===== config.mk =====
export PLATFORM = sky130hd
export DESIGN_NAME = spi_host_master
export DESIGN_NICKNAME = d
export VERILOG_FILES = /design/src/rtl/spi_pkg.sv /design/src/rtl/spi_half_timer.sv /design/src/rtl/spi_host_master.sv
export SDC_FILE = /design/constraint.sdc
export NUM_CORES = 1
export LEC_CHECK = 0
export CAP_MARGIN = 20
export CORE_UTILIZATION = 55
export DETAILED_ROUTE_END_ITERATION = 7
export DONT_BUFFER_PORTS = 1
export GPL_TIMING_DRIVEN = 0
export HOLD_SLACK_MARGIN = 0.12
export PLACE_DENSITY = 0.7
export SYNTH_ARGS = -nofsm -noshare
export SYNTH_HDL_FRONTEND = slang
export SYNTH_SLANG_ARGS = --single-unit
export TNS_END_PERCENT = 20

===== constraint.sdc =====
create_clock -name clk -period 2.35 [get_ports clk]
set_input_delay 0.5875 -clock clk [delete_from_list [all_inputs] [get_ports clk]]
set_output_delay 0.5875 -clock clk [all_outputs]
set_load 0.01 [all_outputs]

===== src/rtl/spi_pkg.sv =====
// Shared definitions for the SPI host master and the slave-side timing models.
package spi_pkg;

    localparam int SPI_DATA_W_DEFAULT   = 8;
    localparam int SPI_CLK_HALF_DEFAULT = 4;

    typedef enum logic [2:0] {
        IDLE,
        SETUP,
        HIGH,
        LOW,
        DONE,
        WAIT_NEXT,
        TRAIL,
        GUARD
    } spi_state_e;

endpackage


===== src/rtl/spi_half_timer.sv =====
// SCK half-period timer: counts 0..CLK_HALF-1 and strobes phase_end on the last count.
module spi_half_timer
    import spi_pkg::*;
#(
    parameter int CLK_HALF = SPI_CLK_HALF_DEFAULT
) (
    input  logic clk,
    input  logic rst_n,
    input  logic clear,
    output logic phase_end
);

    localparam int CNT_W = (CLK_HALF > 1) ? $clog2(CLK_HALF) : 1;

    logic [CNT_W-1:0] cnt;

    assign phase_end = (cnt == CNT_W'(CLK_HALF - 1));

    // Free-running half-period count, wrapping on phase end and held at zero while cleared.
    always_ff @(posedge clk or negedge rst_n) begin
        if (!rst_n) begin
            cnt <= '0;
        end else if (clear || phase_end) begin
            cnt <= '0;
        end else begin
            cnt <= cnt + CNT_W'(1);
        end
    end

endmodule


===== src/rtl/spi_host_master.sv =====
// SPI mode-0 initiator: byte-wide command/response handshake with chip select held across bursts.
module spi_host_master
    import spi_pkg::*;
#(
    parameter int DATA_W   = SPI_DATA_W_DEFAULT,
    parameter int CLK_HALF = SPI_CLK_HALF_DEFAULT
) (
    input  logic              clk,
    input  logic              rst_n,
    input  logic              cmd_valid,
    output logic              cmd_ready,
    input  logic [DATA_W-1:0] cmd_data,
    input  logic              cmd_last,
    output logic              rx_valid,
    output logic [DATA_W-1:0] rx_data,
    output logic              busy,
    output logic              sck,
    output logic              mosi,
    input  logic              miso,
    output logic              ss_n
);

    localparam int BIT_W = (DATA_W > 1) ? $clog2(DATA_W) : 1;

    spi_state_e        state;
    spi_state_e        state_next;
    logic              phase_end;
    logic              accept;
    logic              last_bit;
    logic              last_q;
    logic [DATA_W-1:0] tx_shift;
    logic [DATA_W-1:0] rx_shift;
    logic [BIT_W-1:0]  bit_cnt;

    assign cmd_ready = (state == IDLE) || (state == WAIT_NEXT);
    assign accept    = cmd_valid && cmd_ready;
    assign busy      = (state != IDLE);
    assign last_bit  = (bit_cnt == BIT_W'(DATA_W - 1));
    assign mosi      = tx_shift[DATA_W-1];

    // The timer idles at zero while waiting for a byte, so every transfer starts on a fresh half period.
    // It keeps running through DONE, so the trail time is measured from the last SCK fall.
    spi_half_timer #(
        .CLK_HALF (CLK_HALF)
    ) u_half_timer (
        .clk       (clk),
        .rst_n     (rst_n),
        .clear     (cmd_ready),
        .phase_end (phase_end)
    );

    // State register.
    always_ff @(posedge clk or negedge rst_n) begin
        if (!rst_n) begin
            state <= IDLE;
        end else begin
            state <= state_next;
        end
    end

    // Next-state decode: SCK phases advance on phase_end, DONE lasts exactly one cycle.
    always_comb begin
        state_next = state;
        case (state)
            IDLE, WAIT_NEXT: if (accept)    state_next = SETUP;
            SETUP:           if (phase_end) state_next = HIGH;
            HIGH:            if (phase_end) state_next = last_bit ? DONE : LOW;
            LOW:             if (phase_end) state_next = HIGH;
            DONE:                           state_next = last_q ? TRAIL : WAIT_NEXT;
            TRAIL:           if (phase_end) state_next = GUARD;
            GUARD:           if (phase_end) state_next = IDLE;
            default:                        state_next = IDLE;
        endcase
    end

    // Shift datapath and SPI pins: MISO is captured on SCK rise, MOSI moves on SCK fall or on accept.
    always_ff @(posedge clk or negedge rst_n) begin
        if (!rst_n) begin
            sck      <= 1'b0;
            ss_n     <= 1'b1;
            tx_shift <= '0;
            rx_shift <= '0;
            bit_cnt  <= '0;
            last_q   <= 1'b0;
            rx_valid <= 1'b0;
            rx_data  <= '0;
        end else begin
            rx_valid <= 1'b0;
            case (state)
                IDLE, WAIT_NEXT: begin
                    if (accept) begin
                        tx_shift <= cmd_data;
                        last_q   <= cmd_last;
                        ss_n     <= 1'b0;
                    end
                end
                SETUP: begin
                    if (phase_end) begin
                        sck      <= 1'b1;
                        rx_shift <= {rx_shift[DATA_W-2:0], miso};
                        bit_cnt  <= '0;
                    end
                end
                HIGH: begin
                    if (phase_end) begin
                        sck <= 1'b0;
                        if (!last_bit) begin
                            tx_shift <= {tx_shift[DATA_W-2:0], 1'b0};
                            bit_cnt  <= bit_cnt + BIT_W'(1);
                        end
                    end
                end
                LOW: begin
                    if (phase_end) begin
                        sck      <= 1'b1;
                        rx_shift <= {rx_shift[DATA_W-2:0], miso};
                    end
                end
                DONE: begin
                    rx_valid <= 1'b1;
                    rx_data  <= rx_shift;
                end
                TRAIL: begin
                    if (phase_end) begin
                        ss_n <= 1'b1;
                    end
                end
                default: ;
            endcase
        end
    end

endmodule


==> results of run 1 <==
cells in the final DEF, fill, tap and decap left out, types with 2 or more instances in the layout:
| master | instances |
|---|---|
| a21oi_1 | 2 |
| a22o_1 | 2 |
| a31oi_1 | 2 |
| buf_6 | 3 |
| clkbuf_1 | 2 |
| clkbuf_4 | 5 |
| dfrtp_1 | 35 |
| ha_1 | 3 |
| mux2_2 | 32 |
| nand2_1 | 3 |
| nor2_1 | 4 |
| nor2b_1 | 4 |
| o21ai_0 | 5 |
registers in the layout, summed over array words and instances (netlist names):
| signal | cells |
|---|---|
| bit_cnt | 3 |
| last_q | 1 |
| rx_data | 8 |
| rx_shift | 8 |
| rx_valid | 1 |
| sck | 1 |
| ss_n | 1 |
| state | 3 |
| tx_shift | 8 |
| u_half_timer.cnt | 2 |
cell families after synthesis:
kind of cell,count (synthesis),share of synthesized area [%]
buf+inv,7,3.12
simple gates,23,9.50
flops,36,53.5
mux,33,22.3
fa+ha+maj,3,2.23
compound gates,17,7.72
xor+xnor,1,1.63
worst max-delay path by stage:
stage                          start          end  slack [ps]  depth (start not counted)
after detailed placement  bit_cnt[0]  tx_shift[6]         470                          5
after global routing        state[1]         busy         200                          3
after global placement    bit_cnt[0]  tx_shift[2]         500                          5
final                       state[1]         busy         280                          3
after CTS                   state[1]         busy         260                          3
after floorplan           bit_cnt[0]  tx_shift[0]         610                          5
metrics by stage:
stage / area [um^2] / utilization, % / std cells / hold slack (ps) / setup slack (ps)
2_1_floorplan: 1690 / - / 120 / 292 / 612
3_3_place_gp: 1720 / 60.9 / 151 / 293 / 496
3_5_place_dp: 1720 / 60.9 / 151 / 293 / 470
4_1_cts: 1830 / 64.8 / 161 / 378 / 259
5_1_grt: 1830 / 64.8 / 161 / 366 / 204
6_report: 1830 / 64.8 / 161 / 397 / 284
layout make-up:
type	count	area, um^2
Buffer	6	48.8
Multi-Input combinational cell	77	731
Clock buffer	5	37.5
Tap cell	31	38.8
Inverter	1	3.75
Clock inverter	3	42.5
Timing Repair Buffer	2	30.0
Sequential cell	36	902
Fill cell	227	995
power by group through the flow:
stage | sequential (mW) | clock (mW) | combinational [mW]
after floorplan | 1.05 | 0 | 0.816
after global placement | 1.08 | 0 | 0.906
after detailed placement | 1.10 | 0 | 0.939
after CTS | 1.08 | 0.439 | 0.961
after global routing | 1.12 | 0.461 | 1.05
final | 1.08 | 0.427 | 0.947
layer usage:
metal | global-route usage, % | up-vias | wire (um)
met2 | 29.6 | 19 | 1260
met4 | 6.27 | 0 | 25
met3 | 5.90 | 3 | 143
met5 | 0 | - | 0
met1 | 22.6 | 470 | 1140
li1 | - | 450 | -
worst register-to-register path, cell delays in order (launching register included):
cell and delay, ps:
dfrtp_1 420, ha_1 210, ha_1 200, nand3b_1 240
o22ai_4 340, mux2_2 380
==> impl_metrics.yaml, run 1 <==
run_status:
  outcome: "finished, violations left"
  violations: "DRC"
sta:
  worst_pin_slew_ps: 422
  slew_violations: 0
  period_share_pct: 87.9
  fin_worst_skew_ps: 3.78
  rsz0062_at_grt: "no"
  fmax_mhz: 484
  finalSetupViolations: 0
  slew_headroom_pct: 71.9
  final.setup.tns_ps: 0
  report.final.hold_viol_count: 0
  fin_crit_ps: 2070
clocking:
  clock-root-buffer: "clkbuf_4"
  cts_tree: "done"
  cts_resized: 0
  cts_made_buffers: 5
  clockBufferDepth: 2
  clkSlewWorstSetupHoldPaths_ps: 110
  postCtsHoldBufs: 2
  htreeDepth: 2
  clock_sinks: 36
  cts_setup_buffers: 0
  clk_latency_ps: 330
grt:
  grtUsageTotal_pct: 18.1
  grt_pass1_wl_mm: 4.37
  grt_max_degree: 37
  grt_pass1_vias: 952
  antenna_found_initial: 0
  grt_overflow: 0
floorplan:
  design.core.area_mm2: 0.00283
  pin_count: 27
  die_h_um: 57.4
  rows: 19
  dieArea_mm2: 0.00329
  die_w_um: 57.4
  start_util_pct: 59.6
worst_setup_path:
  path_cells: "buf_4 > clkbuf_1 > or3_1"
  path_max_fanout: 10
  arrival_ps: 1480
  worstRegToRegCells: 5
  cp-start-kind: "register"
  critPathKind: "register to output pin"
  rr_endpoint: "tx_shift[0]"
  crit_path_max_incr_delay_ps: 410
  rrSetupSlack_ps: 460
  critical_path_buf_inv_count: 2
  crit_slowest_cell: "or3_1"
  rr_startpoint: "bit_cnt[0]"
  cp_top_family: "simple AND/OR/NAND/NOR gates"
  end_kind: "output pin"
  worst_ep_required_time_ps: 1760
synth:
  ys_warn_count: 0
  ys.flop_type: "dfrtp_1"
  ys_seq_area_share_pct: 53.5
  synth_edf_count: 0
  yosysMostFrequentCell: "dfrtp_1"
  yosys.area.top_type_share_pct: 52.0
  synth-seq-cells: 36
  avgSynthCellArea_um2: 14.0
  synth_top_area_cell: "dfrtp_1"
  synth_area_leaders: "dfrtp_1, mux2_2, ha_1"
  syn_area_mm2: 0.00169
  synth_cells: 120
  synthTopCellsByCount: "dfrtp_1, mux2_2, o21ai_0, nor2_1, nor2b_1"
  ys_types: 35
  ys_async_sr_fraction_pct: 100
  synth_nets: 136
worst_hold_path:
  hold_end: "rx_shift[0]"
  whs_path_depth: 1
  hold_path.class: "primary input to register"
  hold_start: "miso"
power_and_ir_drop:
  swShare_pct: 34.0
  clock_power_share_pct: 17.4
  power.density_mw_per_mm2: 1340
  ir_worst_vdd_mv: 0.742
  pwr-share-comb_pct: 38.6
  intPower_mw: 1.62
  power.switching_mw: 0.833
  power_mw: 2.45
  leakagePower_nw: 0.815
  pwr-share-seq_pct: 44.0
layout:
  diodes: 0
  drive_gt1_share_pct: 40.8
  syn2layout_area_growth_pct: 8.83
  nets: 145
routing:
  wl_per_cell_um: 16.0
  vias: 942
  routed_via_density: 5.85
  drt_iter0_markers: 18
  routed_wl_mm: 2.57
  drt_pass1_iterations: 5
  drtAntennaViolNets: 0
  drc: 6
placement:
  hpwlAfterDp_mm: 1.80
  portBuffers: 0
  gp_congestion: 0.806
job:
  maxCapViolations: 0
No activity file was read; power rests on OpenSTA's default activity.
==> inputs of run 2 (changes only) <==
Settings changed: CORE_UTILIZATION 55 to 60, PLACE_DENSITY 0.7 to 0.76, SETUP_SLACK_MARGIN from default to 0.3.
==> impl_metrics.yaml, run 2 (same netlist as run 1, synthesis figures left out) <==
run_status:
  outcome: "finished, final reports clean"
routing:
  drt_iter0_markers: 14
  vias: 974
  routed_via_density: 6.13
  routed_wl_mm: 2.67
  wl_per_cell_um: 16.8
  drt_pass1_iterations: 4
  drtAntennaViolNets: 0
  drc: 0
worst_setup_path:
  worst_ep_required_time_ps: 1760
  worstRegToRegCells: 5
  end_kind: "output pin"
  rrSetupSlack_ps: 480
  arrival_ps: 1460
  path_max_fanout: 10
  rr_startpoint: "bit_cnt[0]"
  crit_start: "state[1]"
  cp-start-kind: "register"
  rr_endpoint: "tx_shift[1]"
  critPathKind: "register to output pin"
  cp-endpoint: "busy"
grt:
  met1_usage_pct: 25.3
  grtUsageTotal_pct: 21.3
  grt_max_degree: 37
  grt.busiest_layer: "met2"
  antenna_found_initial: 0
  use_met3_pct: 9.84
  grt_overflow: 0
  grt_pass1_wl_mm: 4.20
  met2_usage_pct: 32.7
  grt_pass1_vias: 914
worst_hold_path:
  hold_path.class: "primary input to register"
  whs_path_depth: 1
sta:
  finalSetupViolations: 0
  report.final.hold_viol_count: 0
  slew_headroom_pct: 69.8
  worst_slack_ps: 299
  slew_violations: 0
  fin_worst_skew_ps: 6.50
  final.setup.tns_ps: 0
  fin_crit_ps: 2050
  period_share_pct: 87.3
  worst_pin_slew_ps: 453
  rsz0062_at_grt: "yes"
  fmax_mhz: 487
clocking:
  clock_sinks: 36
  cts_tree: "done"
  clockBufferDepth: 2
  clk_latency_ps: 330
  clkSlewWorstSetupHoldPaths_ps: 100
  cts_made_buffers: 5
  htreeDepth: 2
  cts_setup_buffers: 0
  clock-root-buffer: "clkbuf_4"
floorplan:
  pin_count: 27
  rows: 18
  die_w_um: 55
  design.core.area_mm2: 0.00257
  dieArea_mm2: 0.00303
  start_util_pct: 65.6
  die_h_um: 55
layout:
  syn2layout_area_growth_pct: 6.98
  drive_gt1_share_pct: 41.1
  layout_commonest_cell: "dfrtp_1"
  diodes: 0
  fill_cells: 196
  final_cells: 159
  layout_common_cells: "dfrtp_1, mux2_2, o21ai_0, clkbuf_4, nor2b_1"
  finish.utilization_pct: 70.2
  nets: 145
  reg_top3: "rx_data: 8 flops, rx_shift: 8 flops, tx_shift: 8 flops"
placement:
  portBuffers: 0
  place_ws_ps: 482
  gp_congestion: 0.786
  dp.cells: 150
  hpwlAfterDp_mm: 1.87
power_and_ir_drop:
  ir_worst_vdd_mv: 0.902
  power_mw: 2.34
  power.density_mw_per_mm2: 1300
  leakagePower_nw: 0.805
job:
  maxCapViolations: 0
[run 2: worst min-delay path by stage]
stage	startpoint	end	slack, ps
floorplan	rst_n	bit_cnt[0]	290
global placement	rst_n	state[1]	290
detailed placement	rst_n	state[1]	290
CTS	miso	rx_shift[0]	390
global route	miso	rx_shift[0]	370
finish	cmd_last	last_q	400
[run 2: per-layer routing]
metal | wire length (um) | vias up | part of all wire [%]
li1 | - | 447 | -
met1 | 1120 | 483 | 42
met2 | 1290 | 36 | 48
met3 | 208 | 8 | 7.8
met4 | 56 | 0 | 2.1
met5 | 0 | - | 0
[run 2: area by class of cell]
cell class              count  area [um^2]  area share [%]
plain buffers               6         50.0            2.78
repair buffers              2         30.0            1.67
inverters                   1         3.75           0.208
clock inverters             1         5.00           0.278
well taps                  30         37.5            2.08
clock buffers               6         41.3            2.29
multi-input cells          77          733            40.7
flip-flops and latches     36          902            50.0
[run 2: power by group]
group          leakage, nW  total, mW  switching [mW]  internal, mW
combinational        0.327      0.965           0.444         0.521
sequential           0.449       1.08           0.201         0.883
clock               0.0281      0.295           0.185         0.110
total                0.805       2.34           0.830          1.51
[run 2: metrics by stage]
stage,instance area (um^2),hold slack [ps]
global route,1800,368
floorplan,1690,292
detailed placement,1720,293
global placement,1720,293
CTS,1800,390
finish,1800,404
[run 2: worst max-delay path, cell delays in order, from the launching register on]
cell and delay (ps):
dfrtp_1 380, buf_4 160, clkbuf_2 200, or3_1 390
[run 2: timing repair]
action | 4_1_cts | 5_1_grt
hold buffers | 2 | 0
hold endpoints to repair | 36 | 0
gates resized for setup | 1 | 1
endpoints found under the setup margin | 2 | 2
